**config.mk**
```make
export PLATFORM = sky130hd
export DESIGN_NAME = lcd_bcd_feeder
export DESIGN_NICKNAME = d
export VERILOG_FILES = /design/src/rtl/lcd_bcd_feeder_pkg.sv /design/src/rtl/lcd_bcd_feeder_bin2bcd_step.sv /design/src/rtl/lcd_bcd_feeder.sv
export SDC_FILE = /design/constraint.sdc
export NUM_CORES = 1
export LEC_CHECK = 0
export CAP_MARGIN = 40
export CORE_ASPECT_RATIO = 0.9
export CORE_MARGIN = 10
export CORE_UTILIZATION = 45
export CTS_CLUSTER_SIZE = 16
export DETAILED_ROUTE_END_ITERATION = 7
export GPL_ROUTABILITY_DRIVEN = 0
export PLACE_DENSITY = 0.65
export SKIP_CTS_REPAIR_TIMING = 1
export SLEW_MARGIN = 25
export SYNTH_ARGS = -nofsm -noshare
export SYNTH_HDL_FRONTEND = slang
export SYNTH_HIERARCHICAL = 1
export SYNTH_SLANG_ARGS = --single-unit
```
**constraint.sdc**
```tcl
create_clock -name iCLK -period 2.5 [get_ports iCLK]
set_input_delay 0.625 -clock iCLK [delete_from_list [all_inputs] [get_ports iCLK]]
set_output_delay 0.625 -clock iCLK [all_outputs]
set_load 0.005 [all_outputs]
```
**src/rtl/lcd_bcd_feeder_pkg.sv**
```systemverilog
// Shared definitions for the LCD BCD feeder.
// FSM states, byte/digit counts and nibble helpers.
package lcd_bcd_feeder_pkg;

    localparam int LCD_BYTES  = 6;
    localparam int BCD_DIGITS = 10;
    localparam int BCD_BITS   = BCD_DIGITS * 4;
    localparam int LINE_BITS  = LCD_BYTES * 8;

    typedef enum logic [1:0] {
        ST_IDLE   = 2'd0,
        ST_CONV0  = 2'd1,
        ST_CONV1  = 2'd2,
        ST_COMMIT = 2'd3
    } state_t;

    // Double-dabble digit correction: a nibble of 5..9 would
    // carry past 9 after the next shift, so bias it by 3 first.
    function automatic logic [3:0] add3(input logic [3:0] d);
        return (d >= 4'd5) ? d + 4'd3 : d;
    endfunction

    // Place a 10-digit BCD value into a 6-byte display line.
    function automatic logic [LINE_BITS-1:0] bcd_to_line(
        input logic [BCD_BITS-1:0] b
    );
        return {{(LINE_BITS - BCD_BITS){1'b0}}, b};
    endfunction

endpackage

```
**src/rtl/lcd_bcd_feeder_bin2bcd_step.sv**
```systemverilog
// One double-dabble iteration: add-3 correction then shift.
// Purely combinational; time-shared by the feeder FSM.
module bin2bcd_step
    import lcd_bcd_feeder_pkg::*;
#(
    parameter int WIDTH = 16
) (
    input  logic [BCD_BITS-1:0] bcd,
    input  logic [WIDTH-1:0]    bin,
    output logic [BCD_BITS-1:0] bcd_next,
    output logic [WIDTH-1:0]    bin_next
);

    logic [BCD_BITS-1:0] adj;

    // Correct every digit before the shift.
    always_comb begin
        adj = '0;
        for (int d = 0; d < BCD_DIGITS; d++) begin
            adj[4*d +: 4] = add3(bcd[4*d +: 4]);
        end
    end

    // Binary MSB shifts into the BCD LSB; the BCD MSB is
    // always zero for legal widths, so it is dropped.
    assign bcd_next = BCD_BITS'({adj, bin[WIDTH-1]});
    assign bin_next = {bin[WIDTH-2:0], 1'b0};

endmodule

```
**src/rtl/lcd_bcd_feeder.sv**
```systemverilog
// Two-line binary to packed-BCD feeder for the LCD driver.
// One bit per clock, line 0 then line 1, double-buffered.
module lcd_bcd_feeder
    import lcd_bcd_feeder_pkg::*;
#(
    parameter int WIDTH = 16
) (
    input  logic             iCLK,
    input  logic             iRST_N,
    input  logic             iSTART,
    input  logic             iHEX,
    input  logic [WIDTH-1:0] iVAL0,
    input  logic [WIDTH-1:0] iVAL1,
    output logic             oBUSY,
    output logic             oDONE,
    output logic [7:0]       d0x0,
    output logic [7:0]       d0x1,
    output logic [7:0]       d0x2,
    output logic [7:0]       d0x3,
    output logic [7:0]       d0x4,
    output logic [7:0]       d0x5,
    output logic [7:0]       d1x0,
    output logic [7:0]       d1x1,
    output logic [7:0]       d1x2,
    output logic [7:0]       d1x3,
    output logic [7:0]       d1x4,
    output logic [7:0]       d1x5
);

    localparam int CNT_W = $clog2(WIDTH + 1);
    localparam int PAD_W = LINE_BITS - WIDTH;
    localparam logic [CNT_W-1:0] LAST = CNT_W'(WIDTH - 1);

    state_t state_q;
    state_t state_d;

    logic [CNT_W-1:0]     cnt_q;
    logic [WIDTH-1:0]     val0_q;
    logic [WIDTH-1:0]     val1_q;
    logic                 hex_q;
    logic [BCD_BITS-1:0]  bcd_q;
    logic [WIDTH-1:0]     bin_q;
    logic [LINE_BITS-1:0] stage0_q;
    logic [LINE_BITS-1:0] stage1_q;
    logic [LINE_BITS-1:0] out0_q;
    logic [LINE_BITS-1:0] out1_q;
    logic                 done_q;

    logic [BCD_BITS-1:0]  step_bcd;
    logic [WIDTH-1:0]     step_bin;
    logic                 last_bit;
    logic [LINE_BITS-1:0] line0_res;
    logic [LINE_BITS-1:0] line1_res;

    bin2bcd_step #(
        .WIDTH (WIDTH)
    ) u_step (
        .bcd      (bcd_q),
        .bin      (bin_q),
        .bcd_next (step_bcd),
        .bin_next (step_bin)
    );

    assign last_bit = (cnt_q == LAST);

    // Final-step result per line: raw hex or the converted BCD.
    assign line0_res = hex_q ? {{PAD_W{1'b0}}, val0_q}
                             : bcd_to_line(step_bcd);
    assign line1_res = hex_q ? {{PAD_W{1'b0}}, val1_q}
                             : bcd_to_line(step_bcd);

    // State register.
    always_ff @(posedge iCLK or negedge iRST_N) begin
        if (!iRST_N) begin
            state_q <= ST_IDLE;
        end else begin
            state_q <= state_d;
        end
    end

    // Next-state: start only from IDLE, one bit per edge per line.
    always_comb begin
        state_d = state_q;
        unique case (state_q)
            ST_IDLE:   if (iSTART)   state_d = ST_CONV0;
            ST_CONV0:  if (last_bit) state_d = ST_CONV1;
            ST_CONV1:  if (last_bit) state_d = ST_COMMIT;
            ST_COMMIT: state_d = ST_IDLE;
            default:   state_d = ST_IDLE;
        endcase
    end

    // Operand capture, shift datapath and line staging.
    always_ff @(posedge iCLK or negedge iRST_N) begin
        if (!iRST_N) begin
            cnt_q    <= '0;
            val0_q   <= '0;
            val1_q   <= '0;
            hex_q    <= 1'b0;
            bcd_q    <= '0;
            bin_q    <= '0;
            stage0_q <= '0;
            stage1_q <= '0;
        end else begin
            unique case (state_q)
                ST_IDLE: begin
                    if (iSTART) begin
                        val0_q <= iVAL0;
                        val1_q <= iVAL1;
                        hex_q  <= iHEX;
                        bcd_q  <= '0;
                        bin_q  <= iVAL0;
                        cnt_q  <= '0;
                    end
                end
                ST_CONV0: begin
                    if (last_bit) begin
                        stage0_q <= line0_res;
                        bcd_q    <= '0;
                        bin_q    <= val1_q;
                        cnt_q    <= '0;
                    end else begin
                        bcd_q <= step_bcd;
                        bin_q <= step_bin;
                        cnt_q <= cnt_q + CNT_W'(1);
                    end
                end
                ST_CONV1: begin
                    if (last_bit) begin
                        stage1_q <= line1_res;
                        cnt_q    <= '0;
                    end else begin
                        bcd_q <= step_bcd;
                        bin_q <= step_bin;
                        cnt_q <= cnt_q + CNT_W'(1);
                    end
                end
                ST_COMMIT: begin
                    cnt_q <= '0;
                end
                default: begin
                    cnt_q <= '0;
                end
            endcase
        end
    end

    // Display registers change only on the commit edge.
    always_ff @(posedge iCLK or negedge iRST_N) begin
        if (!iRST_N) begin
            out0_q <= '0;
            out1_q <= '0;
            done_q <= 1'b0;
        end else begin
            done_q <= 1'b0;
            if (state_q == ST_COMMIT) begin
                out0_q <= stage0_q;
                out1_q <= stage1_q;
                done_q <= 1'b1;
            end
        end
    end

    assign oBUSY = (state_q != ST_IDLE);
    assign oDONE = done_q;

    assign d0x0 = out0_q[7:0];
    assign d0x1 = out0_q[15:8];
    assign d0x2 = out0_q[23:16];
    assign d0x3 = out0_q[31:24];
    assign d0x4 = out0_q[39:32];
    assign d0x5 = out0_q[47:40];
    assign d1x0 = out1_q[7:0];
    assign d1x1 = out1_q[15:8];
    assign d1x2 = out1_q[23:16];
    assign d1x3 = out1_q[31:24];
    assign d1x4 = out1_q[39:32];
    assign d1x5 = out1_q[47:40];

endmodule

```
==> impl_results.md <==
* Outcome: complete, no violations
* Placement Rows at 55
* Asr flop ratio synth at 1.00
* PwrDens at 921 mW/mm²
* Vias per inst at 5.17
* CTS tree: done
* Seq/Total Area, Yosys at 0.555
* Starting density of the core at 0.459
* Worst r2r src: state_q[1]$_DFFE_PN0P_
* Fin. Hold Viols at 0
* Peak VDD IR at 0.594 mV
* Num ports at 134
* Clock root buffer: clkbuf_16
* Crit path time final at 2.40 ns
* Die W at 189 µm
* P_leak at 6.37 nW
* Vias in the first global route at 7875
* WHS at 0.0455 ns
* Ys flop type: dfrtp_1
* Syn Inst Count at 1049
* Synth warn at 6
* Post-synth EDFFs at 0
* Worst setup path class: reg2out
* Final design utilization at 0.555
* Die footprint at 0.0326 mm²
* Antenna violations before repair at 1
* CP required at 1.88 ns
* Final nets at 1205
* FF+latch area at 0.00643 mm²
* Routed WL per cell at 16.3 µm
* Unrepaired setup endpoints after global routing: false
* Clk sinks at 257
* Max Freq at 0.416 GHz
* R2R Path End: bin_q[12]$_DFFE_PN0P_
* FF+latch count, synth at 257
* Clock Skews at 0.00934 ns
* Tot Pwr at 0.0129 W
* WP data arrival at 1.78 ns
* DRT iter0 DRCs at 436
* Max cap viols at 0
* Crit. End Element: output pin
* Unique masters post-synth at 36
* Largest net degree at the start of global routing at 73
* Min-Delay Path Class: in2async
* Tcrit/Tclk final at 0.961
* Antenna-violating nets left at 0
* CTS Buffer Depth at 3
* # port buffers at 117
* Cts bufs inserted at 28
* H-tree levels at 1
* Via count at 7792
* Total track usage at 0.152
* Multi-input logic area at 0.00460 mm²
* Slew Limit Fails at 0
* Actual slew at the worst max-slew pin at 0.633 ns
* Chip height at 172 µm
* Crit start category: register
* Worst Reg-to-Reg Cells at 7
* Worst-Skew Late Latency at 0.53 ns
* Clk slew on worst S/H paths at 0.06 ns
* Core footprint at 0.0253 mm²
* Avg Inst Size Synth at 11.0 µm²
* DRC viols at 0
* Reg2Reg Setup Slack at 0.58 ns
* Relative slew slack at 0.578
* TNS Setup at 0 ns
* TritonRoute pass-1 iters at 5
* Share of layout cells above drive strength 1 at 0.179
* Synthesis-to-layout area growth at 21.0%
* Total global routing overflow at 0
* Fill cells at 2238
* Synth Cell Area at 0.0116 mm²
* Final setup vio count at 0
* First-pass GRT wire length at 41.4 mm
* Final WL at 24.6 mm
* HPWL reported at the end of detailed placement at 16.9 mm
* Critical-path maximum fanout at 4
==> power by group <==
part	switching (W)	internal (W)	leakage, nW
Clock	0.00163	0.00263	0.476
Combinational	0.00197	0.00159	2.41
Sequential	0.000444	0.00465	3.48
==> per-stage QoR <==
| step | instances | worst slack, ns | instance area [µm²] |
|---|---|---|---|
| floorplan | 1064 | 0.724 | 11600 |
| finish | 1507 | 0.0982 | 14000 |
| CTS | 1503 | -0.0988 | 14000 |
| global route | 1506 | 0.0199 | 14000 |
| detailed placement | 1452 | 0.165 | 13000 |
| global placement | 1452 | 0.226 | 13000 |
==> synth_stat cells, drive strengths merged (15+ instances only) <==
cell | instances | area [µm²]
o21ai | 102 | 510
nand2b | 44 | 275
ha | 26 | 325
nor2b | 16 | 100
buf | 77 | 464
nand3 | 34 | 175
clkbuf | 18 | 67.6
dfrtp | 257 | 6430
nand4 | 15 | 93.8
inv | 26 | 97.6
a21oi | 43 | 253
nand2 | 144 | 541
a22o | 55 | 482
nor2 | 42 | 158
mux2 | 113 | 1270
==> routing by layer <==
layer | vias up | part of all wire | wire length, µm | track usage
met5 | - | 0 | 0 | 0
met4 | 0 | 0.018 | 454 | 0.0327
met3 | 31 | 0.052 | 1290 | 0.0338
met2 | 156 | 0.47 | 11600 | 0.249
met1 | 3844 | 0.46 | 11300 | 0.204
li1 | 3761 | - | - | -
==> placed cells by master (no fill, tap or decap), drive strengths merged, types with 5 or more instances in the layout <==
cell / synthesis / routed
nand3: 34 / 34
conb: 2 / 17
nor2: 42 / 42
nand2: 144 / 144
clkbuf: 18 / 41
xnor2: 10 / 10
nor2b: 16 / 16
clkinv: 0 / 5
nand4: 15 / 15
buf: 77 / 28
ha: 26 / 26
a21oi: 43 / 43
dfrtp: 257 / 257
a22o: 55 / 55
mux2i: 11 / 11
clkdlybuf4s50: 0 / 116
o21ai: 102 / 102
mux2: 113 / 113
nand2b: 44 / 44
inv: 26 / 26
==> how the worst max path moves through the flow <==
stage                            from               endpoint  cells after the start
2_1_floorplan  state_q[0]$_DFFE_PN0P_  bin_q[11]$_DFFE_PN0P_                      8
3_5_place_dp                   iSTART  bin_q[12]$_DFFE_PN0P_                      6
3_3_place_gp                   iSTART  bin_q[10]$_DFFE_PN0P_                      6
5_1_grt        state_q[1]$_DFFE_PN0P_                  oBUSY                      4
4_1_cts        state_q[0]$_DFFE_PN0P_                  oBUSY                      4
6_report       state_q[0]$_DFFE_PN0P_                  oBUSY                      4
==> state kept, by name, summed over array words and instances, names as in the netlist, 16 cells and up <==
name	count
bcd_q	40
stage0_q	40
stage1_q	40
out1_q	40
val0_q	16
val1_q	16
bin_q	16
out0_q	40
==> kinds of logic after synthesis <==
logic type	Yosys count	synth area share
compound gates	207	0.114
xor+xnor	10	0.00756
fa+ha+maj	26	0.0281
buf+inv	121	0.0543
flops	257	0.555
mux	124	0.119
other cells	2	0.000648
simple gates	302	0.121
==> critical path, cell delays in order, from the launching register on <==
cell and delay (ns):
dfrtp_1 0.36, inv_1 0.09, ha_2 0.21, inv_2 0.08, clkdlybuf4s50_1 0.50
==> final cells by class <==
class,count,share of cell area
antenna,1,0.000179
clock buffer,41,0.0600
clock inverter,10,0.00929
inverter,26,0.00696
multi-input combinational,686,0.328
sequential,257,0.459
tap,342,0.0305
timing repair buffer,144,0.106
Power figures use the tool's default switching activity.
